## src/rtl/axi_lite_pkg.sv

```systemverilog
// Shared AXI-Lite types and constants for the two-requester arbiter.
// Holds response codes, channel FSM state encodings and bus widths.
package axi_lite_pkg;

  localparam int ADDR_W = 32;
  localparam int DATA_W = 32;
  localparam int STRB_W = DATA_W / 8;

  localparam logic [1:0] RESP_OKAY   = 2'b00;
  localparam logic [1:0] RESP_SLVERR = 2'b10;

  localparam logic [DATA_W-1:0] DEFAULT_ERR_RDATA = 32'hDEAD_BEEF;

  typedef enum logic [1:0] {
    W_IDLE,
    W_XFER,
    W_RESP,
    W_ERR
  } wr_state_t;

  typedef enum logic [1:0] {
    R_IDLE,
    R_ADDR,
    R_DATA,
    R_ERR
  } rd_state_t;

  // Index of the requester named by a one-hot two-bit grant.
  function automatic logic grant_idx(input logic [1:0] grant);
    return grant[1];
  endfunction

endpackage

```

## src/rtl/rr_arb2.sv

```systemverilog
// Two-input round-robin arbiter: combinational grant, registered tie-break
// pointer that moves away from the requester just served on each update.
module rr_arb2 (
  input  logic       clk,
  input  logic       rst_n,
  input  logic [1:0] req,
  input  logic       update,
  input  logic       served,
  output logic [1:0] grant
);

  // Requester that wins when both ask in the same cycle.
  logic prio_reg;

  always_ff @(posedge clk or negedge rst_n) begin
    if (!rst_n) begin
      prio_reg <= 1'b0;
    end else if (update) begin
      prio_reg <= ~served;
    end
  end

  always_comb begin
    grant = req;
    if (req[0] && req[1]) begin
      grant           = 2'b00;
      grant[prio_reg] = 1'b1;
    end
  end

endmodule

```

## src/rtl/axi_lite_arbiter.sv

```systemverilog
// Shares one AXI-Lite master port between the CPU (s0) and the Ethernet DMA (s1).
// Write and read channels arbitrate independently; each has its own watchdog.
module axi_lite_arbiter
  import axi_lite_pkg::*;
#(
  parameter int unsigned       TIMEOUT_CYCLES = 1024,
  parameter logic [DATA_W-1:0] ERR_RDATA      = DEFAULT_ERR_RDATA
) (
  input  logic              clk,
  input  logic              rst_n,
  // requester 0 (CPU)
  input  logic [ADDR_W-1:0] s0_awaddr,
  input  logic              s0_awvalid,
  output logic              s0_awready,
  input  logic [DATA_W-1:0] s0_wdata,
  input  logic [STRB_W-1:0] s0_wstrb,
  input  logic              s0_wlast,
  input  logic              s0_wvalid,
  output logic              s0_wready,
  output logic [1:0]        s0_bresp,
  output logic              s0_bvalid,
  input  logic              s0_bready,
  input  logic [ADDR_W-1:0] s0_araddr,
  input  logic              s0_arvalid,
  output logic              s0_arready,
  output logic [DATA_W-1:0] s0_rdata,
  output logic [1:0]        s0_rresp,
  output logic              s0_rlast,
  output logic              s0_rvalid,
  input  logic              s0_rready,
  // requester 1 (Ethernet DMA)
  input  logic [ADDR_W-1:0] s1_awaddr,
  input  logic              s1_awvalid,
  output logic              s1_awready,
  input  logic [DATA_W-1:0] s1_wdata,
  input  logic [STRB_W-1:0] s1_wstrb,
  input  logic              s1_wlast,
  input  logic              s1_wvalid,
  output logic              s1_wready,
  output logic [1:0]        s1_bresp,
  output logic              s1_bvalid,
  input  logic              s1_bready,
  input  logic [ADDR_W-1:0] s1_araddr,
  input  logic              s1_arvalid,
  output logic              s1_arready,
  output logic [DATA_W-1:0] s1_rdata,
  output logic [1:0]        s1_rresp,
  output logic              s1_rlast,
  output logic              s1_rvalid,
  input  logic              s1_rready,
  // master port to the interconnect
  output logic [ADDR_W-1:0] m_awaddr,
  output logic              m_awvalid,
  input  logic              m_awready,
  output logic [DATA_W-1:0] m_wdata,
  output logic [STRB_W-1:0] m_wstrb,
  output logic              m_wlast,
  output logic              m_wvalid,
  input  logic              m_wready,
  input  logic [1:0]        m_bresp,
  input  logic              m_bvalid,
  output logic              m_bready,
  output logic [ADDR_W-1:0] m_araddr,
  output logic              m_arvalid,
  input  logic              m_arready,
  input  logic [DATA_W-1:0] m_rdata,
  input  logic [1:0]        m_rresp,
  input  logic              m_rlast,
  input  logic              m_rvalid,
  output logic              m_rready,
  output logic              wr_timeout,
  output logic              rd_timeout
);

  localparam int CNT_W = (TIMEOUT_CYCLES > 1) ? $clog2(TIMEOUT_CYCLES) : 1;
  localparam logic WDOG_EN = (TIMEOUT_CYCLES != 0);
  localparam logic [CNT_W-1:0] CNT_LAST = CNT_W'(TIMEOUT_CYCLES - 1);

  // Requester buses gathered into arrays so routing is index-driven.
  logic [1:0]        s_awvalid, s_wvalid, s_wlast, s_bready, s_arvalid, s_rready;
  logic [ADDR_W-1:0] s_awaddr [2];
  logic [ADDR_W-1:0] s_araddr [2];
  logic [DATA_W-1:0] s_wdata  [2];
  logic [STRB_W-1:0] s_wstrb  [2];
  logic [1:0]        s_awready, s_wready, s_bvalid, s_arready, s_rvalid, s_rlast;
  logic [1:0]        s_bresp  [2];
  logic [1:0]        s_rresp  [2];
  logic [DATA_W-1:0] s_rdata  [2];

  assign s_awvalid   = {s1_awvalid, s0_awvalid};
  assign s_wvalid    = {s1_wvalid, s0_wvalid};
  assign s_wlast     = {s1_wlast, s0_wlast};
  assign s_bready    = {s1_bready, s0_bready};
  assign s_arvalid   = {s1_arvalid, s0_arvalid};
  assign s_rready    = {s1_rready, s0_rready};
  assign s_awaddr[0] = s0_awaddr;
  assign s_awaddr[1] = s1_awaddr;
  assign s_araddr[0] = s0_araddr;
  assign s_araddr[1] = s1_araddr;
  assign s_wdata[0]  = s0_wdata;
  assign s_wdata[1]  = s1_wdata;
  assign s_wstrb[0]  = s0_wstrb;
  assign s_wstrb[1]  = s1_wstrb;

  assign s0_awready = s_awready[0];
  assign s1_awready = s_awready[1];
  assign s0_wready  = s_wready[0];
  assign s1_wready  = s_wready[1];
  assign s0_bvalid  = s_bvalid[0];
  assign s1_bvalid  = s_bvalid[1];
  assign s0_bresp   = s_bresp[0];
  assign s1_bresp   = s_bresp[1];
  assign s0_arready = s_arready[0];
  assign s1_arready = s_arready[1];
  assign s0_rvalid  = s_rvalid[0];
  assign s1_rvalid  = s_rvalid[1];
  assign s0_rdata   = s_rdata[0];
  assign s1_rdata   = s_rdata[1];
  assign s0_rresp   = s_rresp[0];
  assign s1_rresp   = s_rresp[1];
  assign s0_rlast   = s_rlast[0];
  assign s1_rlast   = s_rlast[1];

  // ---------------- write channel state ----------------
  wr_state_t         w_state_reg;
  logic              w_sel_reg;
  logic [ADDR_W-1:0] awaddr_reg;
  logic              aw_done_reg, w_done_reg;
  logic [CNT_W-1:0]  w_cnt_reg, w_cnt_next;
  logic              wr_timeout_reg;
  logic              w_in_xfer, w_in_resp, w_in_err;
  logic [1:0]        w_req, w_grant;
  logic              aw_acc, w_acc, b_done, w_update, w_expired;

  assign w_in_xfer = (w_state_reg == W_XFER);
  assign w_in_resp = (w_state_reg == W_RESP);
  assign w_in_err  = (w_state_reg == W_ERR);
  assign w_req     = (w_state_reg == W_IDLE) ? s_awvalid : 2'b00;

  assign aw_acc    = s_awvalid[w_sel_reg] & s_awready[w_sel_reg];
  assign w_acc     = s_wvalid[w_sel_reg] & s_wready[w_sel_reg];
  assign b_done    = s_bvalid[w_sel_reg] & s_bready[w_sel_reg];
  assign w_update  = (w_in_resp | w_in_err) & b_done;
  assign w_expired = WDOG_EN & (w_cnt_reg == CNT_LAST);
  assign w_cnt_next = (&w_cnt_reg) ? w_cnt_reg : w_cnt_reg + 1'b1;

  rr_arb2 u_wr_arb (
    .clk    (clk),
    .rst_n  (rst_n),
    .req    (w_req),
    .update (w_update),
    .served (w_sel_reg),
    .grant  (w_grant)
  );

  // ---------------- read channel state ----------------
  rd_state_t         r_state_reg;
  logic              r_sel_reg;
  logic [ADDR_W-1:0] araddr_reg;
  logic              ar_pend_reg;
  logic [CNT_W-1:0]  r_cnt_reg, r_cnt_next;
  logic              rd_timeout_reg;
  logic              r_in_addr, r_in_data, r_in_err;
  logic [1:0]        r_req, r_grant;
  logic              ar_acc, r_done, r_update, r_expired;

  assign r_in_addr = (r_state_reg == R_ADDR);
  assign r_in_data = (r_state_reg == R_DATA);
  assign r_in_err  = (r_state_reg == R_ERR);
  assign r_req     = (r_state_reg == R_IDLE) ? s_arvalid : 2'b00;

  assign ar_acc    = s_arvalid[r_sel_reg] & s_arready[r_sel_reg];
  assign r_done    = s_rvalid[r_sel_reg] & s_rready[r_sel_reg];
  assign r_update  = (r_in_data | r_in_err) & r_done;
  assign r_expired = WDOG_EN & (r_cnt_reg == CNT_LAST);
  assign r_cnt_next = (&r_cnt_reg) ? r_cnt_reg : r_cnt_reg + 1'b1;

  rr_arb2 u_rd_arb (
    .clk    (clk),
    .rst_n  (rst_n),
    .req    (r_req),
    .update (r_update),
    .served (r_sel_reg),
    .grant  (r_grant)
  );

  // ---------------- master-side drive ----------------
  assign m_awaddr  = awaddr_reg;
  assign m_awvalid = w_in_xfer & s_awvalid[w_sel_reg] & ~aw_done_reg;
  assign m_wvalid  = w_in_xfer & s_wvalid[w_sel_reg] & ~w_done_reg;
  assign m_wdata   = s_wdata[w_sel_reg];
  assign m_wstrb   = s_wstrb[w_sel_reg];
  assign m_wlast   = s_wlast[w_sel_reg];
  assign m_bready  = w_in_resp & s_bready[w_sel_reg];
  assign m_araddr  = araddr_reg;
  assign m_arvalid = r_in_addr & s_arvalid[r_sel_reg];
  assign m_rready  = r_in_data & s_rready[r_sel_reg];

  assign wr_timeout = wr_timeout_reg;
  assign rd_timeout = rd_timeout_reg;

  // ---------------- requester-side routing ----------------
  // Only the owner of a channel sees anything; the other requester sees zeros.
  for (genvar gi = 0; gi < 2; gi++) begin : g_route
    localparam logic ID = 1'(gi);
    logic w_own, r_own;

    assign w_own = (w_sel_reg == ID);
    assign r_own = (r_sel_reg == ID);

    assign s_awready[gi] = w_own & ~aw_done_reg & ((w_in_xfer & m_awready) | w_in_err);
    assign s_wready[gi]  = w_own & ~w_done_reg & ((w_in_xfer & m_wready) | w_in_err);
    assign s_bvalid[gi]  = w_own & ((w_in_resp & m_bvalid) | w_in_err);
    assign s_bresp[gi]   = !w_own   ? RESP_OKAY :
                           w_in_err ? RESP_SLVERR :
                           w_in_resp ? m_bresp : RESP_OKAY;

    assign s_arready[gi] = r_own & ((r_in_addr & m_arready) | (r_in_err & ar_pend_reg));
    assign s_rvalid[gi]  = r_own & ((r_in_data & m_rvalid) | r_in_err);
    assign s_rdata[gi]   = !r_own    ? '0 :
                           r_in_err  ? ERR_RDATA :
                           r_in_data ? m_rdata : '0;
    assign s_rresp[gi]   = !r_own    ? RESP_OKAY :
                           r_in_err  ? RESP_SLVERR :
                           r_in_data ? m_rresp : RESP_OKAY;
    assign s_rlast[gi]   = r_own & (r_in_err | (r_in_data & m_rlast));
  end

  // ---------------- write FSM ----------------
  always_ff @(posedge clk or negedge rst_n) begin
    if (!rst_n) begin
      w_state_reg    <= W_IDLE;
      w_sel_reg      <= 1'b0;
      awaddr_reg     <= '0;
      aw_done_reg    <= 1'b0;
      w_done_reg     <= 1'b0;
      w_cnt_reg      <= '0;
      wr_timeout_reg <= 1'b0;
    end else begin
      wr_timeout_reg <= 1'b0;
      case (w_state_reg)
        W_IDLE: begin
          if (|w_grant) begin
            w_state_reg <= W_XFER;
            w_sel_reg   <= grant_idx(w_grant);
            awaddr_reg  <= s_awaddr[grant_idx(w_grant)];
            aw_done_reg <= 1'b0;
            w_done_reg  <= 1'b0;
            w_cnt_reg   <= '0;
          end
        end
        W_XFER: begin
          aw_done_reg <= aw_done_reg | aw_acc;
          w_done_reg  <= w_done_reg | w_acc;
          // Completion wins over a timeout landing on the same edge.
          if ((aw_done_reg | aw_acc) && (w_done_reg | w_acc)) begin
            w_state_reg <= W_RESP;
            w_cnt_reg   <= '0;
          end else if (w_expired) begin
            w_state_reg    <= W_ERR;
            w_cnt_reg      <= '0;
            wr_timeout_reg <= 1'b1;
          end else begin
            w_cnt_reg <= w_cnt_next;
          end
        end
        W_RESP: begin
          if (b_done) begin
            w_state_reg <= W_IDLE;
            w_cnt_reg   <= '0;
          end else if (w_expired) begin
            w_state_reg    <= W_ERR;
            w_cnt_reg      <= '0;
            wr_timeout_reg <= 1'b1;
          end else begin
            w_cnt_reg <= w_cnt_next;
          end
        end
        W_ERR: begin
          aw_done_reg <= aw_done_reg | aw_acc;
          w_done_reg  <= w_done_reg | w_acc;
          if (b_done) begin
            w_state_reg <= W_IDLE;
            w_cnt_reg   <= '0;
          end
        end
        default: w_state_reg <= W_IDLE;
      endcase
    end
  end

  // ---------------- read FSM ----------------
  always_ff @(posedge clk or negedge rst_n) begin
    if (!rst_n) begin
      r_state_reg    <= R_IDLE;
      r_sel_reg      <= 1'b0;
      araddr_reg     <= '0;
      ar_pend_reg    <= 1'b0;
      r_cnt_reg      <= '0;
      rd_timeout_reg <= 1'b0;
    end else begin
      rd_timeout_reg <= 1'b0;
      case (r_state_reg)
        R_IDLE: begin
          if (|r_grant) begin
            r_state_reg <= R_ADDR;
            r_sel_reg   <= grant_idx(r_grant);
            araddr_reg  <= s_araddr[grant_idx(r_grant)];
            ar_pend_reg <= 1'b0;
            r_cnt_reg   <= '0;
          end
        end
        R_ADDR: begin
          if (ar_acc) begin
            r_state_reg <= R_DATA;
            r_cnt_reg   <= '0;
          end else if (r_expired) begin
            // AR was never taken downstream; soak it up in the error state.
            r_state_reg    <= R_ERR;
            ar_pend_reg    <= 1'b1;
            r_cnt_reg      <= '0;
            rd_timeout_reg <= 1'b1;
          end else begin
            r_cnt_reg <= r_cnt_next;
          end
        end
        R_DATA: begin
          if (r_done) begin
            r_state_reg <= R_IDLE;
            r_cnt_reg   <= '0;
          end else if (r_expired) begin
            r_state_reg    <= R_ERR;
            ar_pend_reg    <= 1'b0;
            r_cnt_reg      <= '0;
            rd_timeout_reg <= 1'b1;
          end else begin
            r_cnt_reg <= r_cnt_next;
          end
        end
        R_ERR: begin
          if (ar_acc) begin
            ar_pend_reg <= 1'b0;
          end
          if (r_done) begin
            r_state_reg <= R_IDLE;
            r_cnt_reg   <= '0;
          end
        end
        default: r_state_reg <= R_IDLE;
      endcase
    end
  end

endmodule
```

## config.mk

```make
export PLATFORM = sky130hd
export DESIGN_NAME = axi_lite_arbiter
export DESIGN_NICKNAME = d
export VERILOG_FILES = /design/src/rtl/axi_lite_pkg.sv /design/src/rtl/rr_arb2.sv /design/src/rtl/axi_lite_arbiter.sv
export SDC_FILE = /design/constraint.sdc
export NUM_CORES = 1
export LEC_CHECK = 0
export ABC_AREA = 1
export BUFFER_PORTS_ARGS = -buffer_cell sky130_fd_sc_hd__buf_2
export CAP_MARGIN = 15
export CORE_AREA = 10 10 167 169
export CTS_CLUSTER_SIZE = 40
export DETAILED_ROUTE_END_ITERATION = 6
export DIE_AREA = 0 0 177 179
export GPL_ROUTABILITY_DRIVEN = 1
export PLACE_DENSITY = 0.56
export SLEW_MARGIN = 20
export SYNTH_ARGS = -nofsm -noshare
export SYNTH_HDL_FRONTEND = slang
export SYNTH_SLANG_ARGS = --single-unit
```

## constraint.sdc

```tcl
create_clock -name clk -period 3.4 [get_ports clk]
set_input_delay 0.51 -clock clk [delete_from_list [all_inputs] [get_ports clk]]
set_output_delay 0.51 -clock clk [all_outputs]
set_load 0.01 [all_outputs]
```

* Word level (Yosys, flattened, before mapping)
Index checks and enable logic that the tools add are counted.
** Word-level totals
- Flip-flop bits (word level) :: 97
- Input port bits :: 256
- Output and inout bits :: 192
** Operators by class
- Add/subtract/negate cells :: 2
- $lt $le $gt $ge :: 9
- Eq/ne operators :: 17
- Mux-type cells :: 98
- Bitwise logic cells :: 54
- Reductions and logical operators :: 19
** Operators by type and width (number)
- 2-to-1 mux 32 bit :: 13
- 2-to-1 mux 10 bit :: 12
- case mux 10 bit (4 select lines) :: 2
- 2-to-1 mux 2 bit :: 22
- AND 1 bit :: 37
- 2-to-1 mux 1 bit :: 37
- adder 10 x 1 -> 10 bit (second input constant) :: 2
- equality test 10 bit (second input constant) :: 2
- AND reduction 10 bit :: 2
- case mux 2 bit (4 select lines) :: 2
- inequality test 2 x 1 -> 1 bit (second input constant) :: 7
- 2-to-1 mux 4 bit :: 3
- bitwise OR 1 bit :: 10
- AND reduction 2 bit :: 5
- equality test 2 bit (second input constant) :: 4
- less-than comparator 1 x 2 -> 1 bit (second input constant) :: 4
- case mux 1 bit (2 select lines) :: 4
- greater-or-equal comparator 2 bit (second input constant) :: 3
- inverter 1 -> 2 bit :: 3
- AND reduction 6 bit :: 1
- OR reduction 2 bit :: 3
- logical AND 1 bit :: 5
- equality test 2 x 1 -> 1 bit (second input constant) :: 2
- logical NOT 2 bit :: 2
- other kinds (6) :: 12

* Longest topological paths before layout
Gate-level depths: netlist (run 1).
- Depth in word-level cells :: 11
- Mapped depth :: 12
- Gate-level depth less buffers :: 11

* By module
From an unflattened synthesis (run 1), not the netlist that was laid out.
** Second synthesis, totals
- Cells, all modules :: 938
- Area, all modules :: 6226.0 µm²
** Modules (own cells, without submodules)
- axi_lite_arbiter :: times used 1, cells an instance 916, area each 6095.8 µm²
- rr_arb2 :: times used 2, cells an instance 11, area each 65.1 µm²

* Worst setup path after synthesis (run 1)
No wires, ideal clock.
- Path type :: register to output
- Start point :: register r_state_reg[0]
- End point :: output port s0_rresp[0]
- Arrival time :: 1443 ps
- Path slack :: 1447 ps
- Stages on the path, launching flop included :: 7
- Cell sequence :: dfrtp_1 > ha_1 > buf_2 > inv_1 > nand2_1 > buf_2 > nor3_1
** Between the ends
- Cells in the longest elaborated chain, start to end :: 4
- Elaborated cells between the ends (all ways) :: 5
- Classes of those cells :: eq/ne: 2; mux: 3
** RTL lines
- start: declaration :: RTL line axi_lite_arbiter.sv:157 : rd_state_t r_state_reg;
- start signal: assignment :: RTL line axi_lite_arbiter.sv:295 : r_state_reg <= R_IDLE;
- start signal: assignment :: RTL line axi_lite_arbiter.sv:306 : r_state_reg <= R_ADDR;
- start signal: assignment :: RTL line axi_lite_arbiter.sv:315 : r_state_reg <= R_DATA;
- equality test 2 bit :: RTL line axi_lite_arbiter.sv:168 : assign r_in_data = (r_state_reg == R_DATA);
- 2-to-1 mux 2 bit :: RTL line axi_lite_arbiter.sv:225 : r_in_data ? m_rresp : RESP_OKAY;
- 2-to-1 mux 2 bit (*) :: RTL line axi_lite_arbiter.sv:224 : r_in_err ? RESP_SLVERR :
- 2-to-1 mux 2 bit (*) :: RTL line axi_lite_arbiter.sv:223 : assign s_rresp[gi] = !r_own ? RESP_OKAY :
- end: declaration :: RTL line axi_lite_arbiter.sv:27 : output logic [1:0] s0_rresp,
Mark *: on every way between the ends. The rest lies on a longest branch, timed or not.

* Worst setup path after layout (run 1)
- Start point :: register r_state_reg[0]
- End point :: output port s1_rresp[0]
** Between the ends
- Cells in the longest elaborated chain, start to end :: 4
- Elaborated cells between the ends (all ways) :: 5
- Classes of those cells :: eq/ne: 2; mux: 3
** RTL lines
- equality test 2 bit :: RTL line axi_lite_arbiter.sv:168
- 2-to-1 mux 2 bit :: RTL line axi_lite_arbiter.sv:225
- 2-to-1 mux 2 bit (*) :: RTL line axi_lite_arbiter.sv:224
- 2-to-1 mux 2 bit (*) :: RTL line axi_lite_arbiter.sv:223
- end: declaration :: RTL line axi_lite_arbiter.sv:47 : output logic [1:0] s1_rresp,
Marked as above.

==> results of run 1 <==
## where the power goes
part	internal, W	switching, W	leakage [nW]
combinational	0.00119	0.00215	3.98
sequential	0.00161	0.000282	1.19
clock	0.000526	0.000485	0.137
## cell families (layout without fill, tap and decap cells)
group	after synthesis	count (layout)	share of synthesized area, %
flip-flops	97	97	38.2
AND/OR/NAND/NOR	509	509	32.2
AO/OA/AOI/OAI	160	160	14.9
adder cells (fa/ha/maj)	12	12	2.36
buffers and inverters	178	597	11.3
XOR/XNOR	7	7	0.965
## cell usage in the layout, fill, tap and decap left out, drive strengths merged, types with 2 or more instances in the layout
master / Yosys / routed
xor2: 3 / 3
buf: 36 / 459
and3: 2 / 2
inv: 122 / 124
o21ai: 48 / 48
a31oi: 32 / 32
nor2: 126 / 126
nand4: 9 / 9
nor4: 2 / 2
clkinv: 0 / 2
a21oi: 44 / 44
clkbuf: 20 / 10
xnor2: 4 / 4
nand3: 27 / 27
ha: 12 / 12
dfrtp: 97 / 97
nor3: 21 / 21
clkinvlp: 0 / 2
o211ai: 33 / 33
nand2: 322 / 322
## Yosys cell counts
library cell | n | area share [%]
inv_1 | 118 | 7.0
nand3_1 | 24 | 1.9
nand4_1 | 9 | 0.89
and3_1 | 2 | 0.20
nor4_1 | 2 | 0.20
nand2_1 | 316 | 19
nor3_1 | 21 | 1.7
buf_6 | 1 | 0.18
nor2_1 | 123 | 7.3
a32oi_1 | 1 | 0.14
nand3_2 | 2 | 0.32
ha_1 | 12 | 2.4
nor2_2 | 3 | 0.30
inv_2 | 4 | 0.24
a21boi_0 | 1 | 0.12
clkbuf_2 | 1 | 0.079
o21a_1 | 1 | 0.12
buf_1 | 6 | 0.35
nand3_4 | 1 | 0.28
a31oi_1 | 32 | 3.2
buf_4 | 3 | 0.35
clkbuf_1 | 19 | 1.1
xor2_1 | 3 | 0.41
o21ai_1 | 2 | 0.16
o211ai_1 | 33 | 3.9
nand2_2 | 6 | 0.59
dfrtp_1 | 97 | 38
o21ai_0 | 45 | 3.5
o21ai_4 | 1 | 0.26
xnor2_1 | 4 | 0.55
a21oi_1 | 44 | 3.5
buf_2 | 26 | 2.0
## layout make-up
class | instances | area, sq um
well taps | 330 | 413
fillers | 2733 | 15600
clock inverters | 6 | 48.8
flip-flops and latches | 97 | 2430
repair buffers | 459 | 2350
inverters | 122 | 458
clock buffers | 10 | 239
multi-input cells | 688 | 3210
## per-stage QoR
| stage | utilization (%) | total power (W) | hold slack [ps] | setup WS, ps |
|---|---|---|---|---|
| after floorplan | - | 0.00394 | 214 | 1450 |
| after global placement | 35.8 | 0.00528 | 462 | 1230 |
| after detailed placement | 35.8 | 0.00531 | 477 | 1130 |
| after CTS | 37.0 | 0.00636 | 125 | 742 |
| after global routing | 37.0 | 0.00684 | 133 | 557 |
| final | 37.0 | 0.00624 | 104 | 755 |
## routing by layer
| metal | vias up | global-route usage, % |
|---|---|---|
| met5 | - | 0 |
| met1 | 3369 | 18.8 |
| met4 | 4 | 4.17 |
| li1 | 3868 | - |
| met3 | 29 | 5.71 |
| met2 | 285 | 25.6 |
## critical path: stages (launching register included)
cell and delay (ps):
dfrtp_1 410, inv_1 120, ha_1 150, buf_4 300, nand2_1 380, nor3_1 250, buf_2 170
## worst max path at each step
stage / from / to / cells after the start
finish: r_state_reg[0] / s1_rresp[0] / 6
global route: r_state_reg[0] / s0_rdata[29] / 6
CTS: r_state_reg[0] / s1_rdata[17] / 6
detailed placement: r_state_reg[0] / s1_rdata[17] / 6
global placement: r_state_reg[0] / s0_rdata[29] / 6
floorplan: r_state_reg[0] / s0_rresp[0] / 6
==> run summary, run 1 <==
status -> complete, no violations
setup repair bufs after CTS -> 0
Root Driver -> clkbuf_16
RR Endpoint -> m_araddr[22]
CTS H-tree depth -> 3
initial antenna violation count -> 2
leak pwr -> 5.31 nW
worst-margin pin slew -> 960 ps
P per Cell Area -> 682 nW/um^2
fin crit share -> 77.8%
die height -> 179 um
Netlist cell types -> 32
CP Capture Type -> output port
Yosys reg bits -> 97
met2 routed WL -> 12500 um
first-pass GRT wire length -> 39800 um
overall routing resource usage -> 15.6%
Seq/Total Area, Yosys -> 38.2%
Max-Cap Viols -> 0
core box area -> 24700 sq um
Bufs on Longest Clock Path -> 2
Hold Path Class -> in -> async
worst skew pair latency -> 350 ps
drt via density -> 4.41
final instance area -> 9160 sq um
Clock Skews -> 8.98 ps
Cells after Synth -> 963
type of the worst setup path -> reg -> out
CP startpoint kind -> flop
Post-Place Cells -> 1696
die area -> 31700 sq um
Slew headroom -> 35.6%
clk slew on worst S/H paths -> 80 ps
hold buffers post-CTS -> 0
Met1 Routed Length -> 11100 um
Synth warnings -> 0
post-route ant nets -> 0
Reg2Reg Setup Slack -> 1070 ps
highest fanout seen on the critical path -> 31
largest net degree at the start of global routing -> 66
final hold vios -> 0
worst r2r path cells -> 7
Finished Layout Cells -> 1712
total number of vias -> 7555
setup_tns -> 0 ps
WP data arrival -> 2130 ps
Routability Congestion -> 0.926
FP Rows -> 58
clock sinks -> 97
Finish-stage setup viols -> 0
ant diodes -> 0
data required time of the worst path -> 2890 ps
Die Span X -> 177 um
Max VDD drop -> 323 uV
total grt overflow -> 0
Fmax -> 378 MHz
port buffer count -> 447
reg-to-reg startpoint -> r_state_reg[1]
WL met3 -> 2560 um
nets -> 1645
cts repair resizes -> 0
area delta synth->final -> 44.1%
starting density of the core -> 25.7%
TritonCTS buffer count -> 9
share of cells above drive strength 1 -> 35.8%
vias in the first global route -> 7262
Post-DP Area -> 8860 sq um
clock tree from TritonCTS -> done
max layer used -> met5
drt total wl -> 26600 um
First DRT Iteration DRCs -> 389
DP HPWL -> 21700 um
Net Count, Synth -> 1231
Synth Cell Area -> 6350 sq um
drt drc -> 0
Final Max Slew Viols -> 0
Ports -> 448
syn avg cell area -> 6.60 sq um
min cycle time layout -> 2640 ps
WL per Instance -> 15.5 um
RSZ-0062 raised after global routing -> false
1st-pass router iterations -> 5
No activity file was read; power rests on OpenSTA's default activity.
==> run 2, diff against run 1 <==
--- a/config.mk
+++ b/config.mk
@@ -5,15 +5,15 @@
 export SDC_FILE = /design/constraint.sdc
 export NUM_CORES = 1
 export LEC_CHECK = 0
-export ABC_AREA = 1
+export ABC_AREA = 0
 export BUFFER_PORTS_ARGS = -buffer_cell sky130_fd_sc_hd__buf_2
 export CAP_MARGIN = 15
-export CORE_AREA = 10 10 167 169
+export CORE_AREA = 10 10 166 168
 export CTS_CLUSTER_SIZE = 40
 export DETAILED_ROUTE_END_ITERATION = 6
-export DIE_AREA = 0 0 177 179
+export DIE_AREA = 0 0 176 178
 export GPL_ROUTABILITY_DRIVEN = 1
-export PLACE_DENSITY = 0.56
+export PLACE_DENSITY = 0.55
 export SLEW_MARGIN = 20
 export SYNTH_ARGS = -nofsm -noshare
 export SYNTH_HDL_FRONTEND = slang
==> constraint.sdc (replaced) <==
create_clock -name clk -period 2.68 [get_ports clk]
set_input_delay 0.402 -clock clk [delete_from_list [all_inputs] [get_ports clk]]
set_output_delay 0.402 -clock clk [all_outputs]
set_load 0.01 [all_outputs]
==> run summary, run 2 <==
status -> complete, no violations
syn avg cell area -> 8.76 sq um (+33%)
FP Rows -> 57 (-1.7%)
Seq/Total Area, Yosys -> 40.0% (+1.8 points)
clock tree from TritonCTS -> done
Post-DP Area -> 8700 sq um (-1.8%)
worst-margin pin slew -> 729 ps (-231 ps)
Hold Path Class -> in -> async
drt drc -> 0 (unchanged)
FFs w/ async S/R, synth -> 100% (unchanged)
most numerous cell in the Yosys netlist -> dfrtp_1
P per Cell Area -> 926 nW/um^2 (+36%)
CP startpoint -> r_state_reg[0]
port buffer count -> 447 (unchanged)
RSZ-0062 raised after global routing -> false
pre-CTS setup slack -> 526 ps (-608 ps)
cts repair resizes -> 0 (unchanged)
Synth Cell Area -> 6060 sq um (-4.6%)
Yosys reg bits -> 97 (unchanged)
Post-Route Utilization -> 37.4% (+0.42 points)
Finished Layout Cells -> 1452 (-15%)
critical path, cell by cell -> inv_1 -> ha_1 -> buf_12 -> nor3b_1 -> buf_4 -> and2_1 -> buf_2
worst skew pair latency -> 360 ps (about the same)
Netlist cell types -> 55 (+72%)
clock sinks -> 97 (unchanged)
highest fanout seen on the critical path -> 33 (+6.5%)
largest net degree at the start of global routing -> 48 (-27%)
Multi-input gate area -> 3390 sq um (+5.5%)
Final Worst Setup Slack -> 356 ps (-400 ps)
Synth top cells by count -> 97 x dfrtp_1, 87 x nand2_1, 82 x o21ai_0, 46 x nor2_1, 43 x a21oi_1
overall routing resource usage -> 17.8% (+2.2 points)
drt total wl -> 29900 um (+12%)
Post-Place Cells -> 1431 (-16%)
Final Max Slew Viols -> 0 (unchanged)
Bufs on Longest Clock Path -> 2 (unchanged)
Synth area leader -> dfrtp_1
WL per Instance -> 20.6 um (+32%)
Max-Cap Viols -> 0 (unchanged)
Ports -> 448 (unchanged)
GR Util met2 -> 33.9% (+8.3 points)
starting density of the core -> 25.1% (-0.52 points)
share of cells above drive strength 1 -> 48.0% (+12 points)
Root Driver -> clkbuf_16
Net Count, Synth -> 960 (-22%)
initial antenna violation count -> 10 (+8)
First DRT Iteration DRCs -> 366 (-5.9%)
post-route ant nets -> 0 (unchanged)
Clock Skews -> 11.2 ps (+2.21 ps)
Register Area -> 2430 sq um (+0.10%)
clk slew on worst S/H paths -> 70 ps (about the same)
die area -> 31300 sq um (-1.1%)
die height -> 178 um (-0.56%)
Worst setup endpoint -> s0_rdata[17]
met1 usage -> 17.3% (-1.5 points)
data required time of the worst path -> 2280 ps (-610 ps)
most frequent cells in the layout -> 446 x buf_2, 95 x dfrtp_1, 87 x nand2_1, 80 x o21ai_0, 45 x nor2_1
fillcell total -> 2572 (-5.9%)
final hold vios -> 0 (unchanged)
vias in the first global route -> 6979 (-3.9%)
GRT Max-Usage Layer -> met2
delay of the slowest critical-path stage -> 410 ps (about the same)
most common cell after layout, fill and taps aside -> buf_2
reg-to-reg startpoint -> w_state_reg[1]
min cycle time layout -> 2320 ps
area delta synth->final -> 48.8%
1st-pass router iterations -> 5 (unchanged)
DP HPWL -> 25200 um (+16%)
WP data arrival -> 1920 ps (-210 ps)
fin crit share -> 86.7%
total grt overflow -> 0 (unchanged)
Cells after Synth -> 692 (-28%)
leak pwr -> 4.80 nW (-9.5%)
CP max-delay cell -> dfrtp_1
Routability Congestion -> 0.913 (-1.4%)
Post-synth EDFFs -> 0 (unchanged)
setup_tns -> 0 ps (unchanged)
Reg2Reg Setup Slack -> 490 ps (-580 ps)
drt via density -> 4.68 (+6.0%)
first-pass GRT wire length -> 42900 um (+7.9%)
top cell type's share of synthesized area -> 40.0% (+1.8 points)
CP startpoint kind -> flop
nets -> 1386 (-16%)
CTS H-tree depth -> 3 (unchanged)
final instance area -> 9020 sq um (-1.5%)
type of the worst setup path -> reg -> out
Max VDD drop -> 482 uV (+49%)
largest cells by area after synthesis -> dfrtp_1 40%, mux2_2 6.9%, o21ai_0 6.8%, mux2i_1 5.8%, nand2_1 5.4%
RR Endpoint -> w_cnt_reg[7]
CP Capture Type -> output port
Fmax -> 430 MHz
worst r2r path cells -> 7 (unchanged)
dominant synthesized flop cell -> dfrtp_1
Slew headroom -> 51.2% (+16 points)
Die Span X -> 176 um (-0.56%)
core box area -> 24100 sq um (-2.6%)
Synth warnings -> 0 (unchanged)
met3 Track Usage GR -> 7.29% (+1.6 points)
setup repair bufs after CTS -> 0 (unchanged)
TritonCTS buffer count -> 9 (unchanged)
Finish-stage setup viols -> 0 (unchanged)
total number of vias -> 6795 (-10%)
hold buffers post-CTS -> 0 (unchanged)
-- run 2: worst max-delay path, delay by kind of cell (launching register included) --
kind / cells / cell delay, ps
fa+ha+maj: 1 / 200
flops: 1 / 410
buf+inv: 4 / 610
simple gates: 2 / 330
-- run 2: cells by family (layout without fill, tap and decap cells) --
family	after synthesis	count (layout)	synth area share, %
multiplexers	76	76	13.9
AND/OR/NAND/NOR	241	241	19.2
adder cells (fa/ha/maj)	12	12	2.48
flip-flops	97	97	40.0
other	0	5	0
buffers and inverters	66	497	4.60
AO/OA/AOI/OAI	200	200	19.8
-- run 2: per-stage QoR --
stage                     total power, W  hold slack, ps
after floorplan                  0.00519             106
after global placement           0.00702             454
after detailed placement         0.00707             446
after CTS                        0.00850            61.4
after global routing             0.00907            77.2
final                            0.00835            43.8
-- run 2: area by class of cell --
class | count | share of cell area [%]
well taps | 324 | 4.50
multi-input cells | 529 | 37.6
clock buffers | 11 | 2.69
diodes | 5 | 0.139
clock inverters | 5 | 0.708
repair buffers | 465 | 26.7
inverters | 16 | 0.666
flip-flops and latches | 97 | 26.9
-- run 2: worst min-delay path by stage --
stage	startpoint	end	slack [ps]	cells after the start
after detailed placement	rst_n	m_awaddr[19]	450	1
after global routing	rst_n	wr_timeout	80	1
after global placement	rst_n	wr_timeout	450	1
after floorplan	rst_n	ar_pend_reg	110	0
final	rst_n	m_awaddr[19]	40	1
after CTS	rst_n	m_awaddr[19]	60	1
-- run 2: metal layers --
layer	vias to the layer above	wire [um]
met5	-	13
met4	2	466
met3	31	2810
met2	327	16200
met1	3123	10400
li1	3312	-
-- run 2: power breakdown --
part / internal [W] / switching (W)
sequential: 0.00203 / 0.000353
clock: 0.000758 / 0.000626
combinational: 0.00191 / 0.00268
total: 0.00469 / 0.00366
==> run 3, diff against run 2 <==
--- a/config.mk
+++ b/config.mk
@@ -13,7 +13,7 @@
 export DETAILED_ROUTE_END_ITERATION = 6
 export DIE_AREA = 0 0 176 178
 export GPL_ROUTABILITY_DRIVEN = 1
-export PLACE_DENSITY = 0.55
+export PLACE_DENSITY = 0.53
 export SLEW_MARGIN = 20
 export SYNTH_ARGS = -nofsm -noshare
 export SYNTH_HDL_FRONTEND = slang
==> run summary, run 3 (same netlist as run 2, synthesis figures left out) <==
clock sinks -> 97 (unchanged)
Final Worst Setup Slack -> 303 ps (-53.0 ps)
first-pass GRT wire length -> 43600 um (+1.5%)
pre-CTS setup slack -> 456 ps (-70.0 ps)
CP Capture Type -> output port
data required time of the worst path -> 2280 ps (about the same)
vias in the first global route -> 7016 (+0.53%)
share of cells above drive strength 1 -> 48.0% (about the same)
FP Rows -> 57 (unchanged)
Routability Congestion -> 0.859 (-5.9%)
setup_tns -> 0 ps (unchanged)
Pint -> 0.00480 W (+2.2%)
port buffer count -> 447 (unchanged)
Multi-input gate area -> 3400 sq um (+0.15%)
die area -> 31300 sq um (unchanged)
Post-Place Cells -> 1429 (-0.14%)
min cycle time layout -> 2380 ps (+53.0 ps)
Max-Cap Viols -> 0 (unchanged)
overall routing resource usage -> 18.1% (+0.28 points)
reg-to-reg startpoint -> r_state_reg[1]
Die Span X -> 176 um (unchanged)
Comb pwr share -> 54.9% (about the same)
total number of vias -> 6809 (+0.21%)
CP startpoint kind -> flop
drt total wl -> 30100 um (+0.84%)
core box area -> 24100 sq um (unchanged)
clock tree from TritonCTS -> done
largest net degree at the start of global routing -> 68 (+42%)
Slew headroom -> 43.8% (-7.4 points)
WL per Instance -> 20.7 um (+0.77%)
Bufs on Longest Clock Path -> 2 (unchanged)
highest fanout seen on the critical path -> 33 (unchanged)
Net Switching -> 0.00363 W (-0.95%)
P per Cell Area -> 928 nW/um^2 (+0.21%)
most frequent cells in the layout -> 446 x buf_2, 95 x dfrtp_1, 87 x nand2_1, 80 x o21ai_0, 45 x nor2_1
area delta synth->final -> 49.7%
RR Endpoint -> r_cnt_reg[6]
total grt overflow -> 0 (unchanged)
post-route ant nets -> 0 (unchanged)
Finish-stage setup viols -> 0 (unchanged)
Root Driver -> clkbuf_16
worst-margin pin slew -> 839 ps (+110 ps)
Register Area -> 2430 sq um (unchanged)
Clk network pwr share -> 16.9% (+0.3 points)
Total Power -> 0.00842 W (+0.82%)
fin crit share -> 88.7% (+2.0 points)
cts repair resizes -> 0 (unchanged)
worst r2r path cells -> 7 (unchanged)
DP HPWL -> 25400 um (+0.87%)
hold path cells -> 3
Max VDD drop -> 441 uV (-8.5%)
most common cell after layout, fill and taps aside -> buf_2
Hold Path Class -> in -> reg
First DRT Iteration DRCs -> 299 (-18%)
Reg2Reg Setup Slack -> 440 ps (-50 ps)
Clock Skews -> 15.2 ps (+4.05 ps)
initial antenna violation count -> 14 (+4)
Reg power frac -> 28.2% (-0.3 points)
worst skew pair latency -> 360 ps (about the same)
nets -> 1386 (unchanged)
fillcell total -> 2597 (+0.97%)
leak pwr -> 4.81 nW (+0.29%)
Fmax -> 421 MHz (-2.2%)
type of the worst setup path -> reg -> out
WP data arrival -> 1980 ps (+60 ps)
RSZ-0062 raised after global routing -> false
final hold vios -> 0 (unchanged)
clk slew on worst S/H paths -> 80 ps (about the same)
CTS H-tree depth -> 3 (unchanged)
die height -> 178 um (unchanged)
TritonCTS buffer count -> 9 (unchanged)
drt drc -> 0 (unchanged)
Ports -> 448 (unchanged)
status -> complete, no violations
switch share -> 43.0% (-0.77 points)
hold wc startpoint -> s1_araddr[13]
Final Max Slew Viols -> 0 (unchanged)
Finished Layout Cells -> 1453 (+0.069%)
starting density of the core -> 25.1% (unchanged)
drt via density -> 4.69 (+0.14%)
1st-pass router iterations -> 4 (-1)
Hold EP -> m_araddr[13]
## run 3: changes by cell type in the layout (fill, tap and decap cells not counted), sizes merged
cell,previous run,this run
clkinv,2,0
bufinv,1,2
diode,5,7
clkbuf,11,9
clkinvlp,1,3
dlygate4sd3,0,1
buf,465,464
## run 3: layout make-up
cell class / count / share of cell area, %
well taps: 324 / 4.47
repair buffers: 465 / 27.0
clock inverters: 6 / 1.01
diodes: 7 / 0.193
multi-input cells: 529 / 37.4
flip-flops and latches: 97 / 26.8
clock buffers: 9 / 2.48
inverters: 16 / 0.662
## run 3: what timing repair did
item / CTS / global route
setup buffers: 0 / 0
endpoints found under the hold margin: 23 / 0
hold buffers: 1 / 0
setup endpoints to repair: 0 / 0
## run 3: power by group through the flow
stage | clock network [W] | logic, W | registers, W
after floorplan | 0 | 0.00263 | 0.00256
after global placement | 0 | 0.00462 | 0.00239
after detailed placement | 0 | 0.00465 | 0.00240
after CTS | 0.00147 | 0.00466 | 0.00238
after global routing | 0.00154 | 0.00514 | 0.00246
final | 0.00142 | 0.00462 | 0.00238
## run 3: worst max-delay path by stage
stage	start	end	slack, ps	cells past startpoint
after floorplan	r_state_reg[0]	s1_rdata[18]	680	6
after global placement	w_state_reg[0]	m_awaddr[18]	290	7
after detailed placement	r_state_reg[1]	r_cnt_reg[9]	460	8
after CTS	r_state_reg[0]	s1_rdata[27]	280	6
after global routing	r_state_reg[0]	s1_rdata[2]	190	6
final	r_state_reg[0]	s1_rdata[27]	300	6
## run 3: critical path, cell delays in order (launching register included)
cell and delay (ps):
dfrtp_1 410, inv_1 120, ha_1 210, buf_12 200, a21oi_1 100, nor2b_1 360
buf_2 220
## run 3: per-layer routing
metal / vias to the layer above / track usage (%) / share of wire [%]
met5: - / 0 / 0.090
met4: 4 / 6.25 / 2.9
met3: 35 / 7.82 / 9.8
met2: 336 / 32.8 / 51
met1: 3131 / 18.2 / 36
li1: 3303 / - / -
## run 3: through the flow
| stage | hold WS (ps) | util (%) | cell area, sq um |
|---|---|---|---|
| 2_1_floorplan | 106 | - | 6060 |
| 3_3_place_gp | 353 | 36.1 | 8700 |
| 3_5_place_dp | 349 | 36.1 | 8700 |
| 4_1_cts | 311 | 37.5 | 9030 |
| 5_1_grt | 328 | 37.6 | 9060 |
| 6_report | 325 | 37.6 | 9070 |
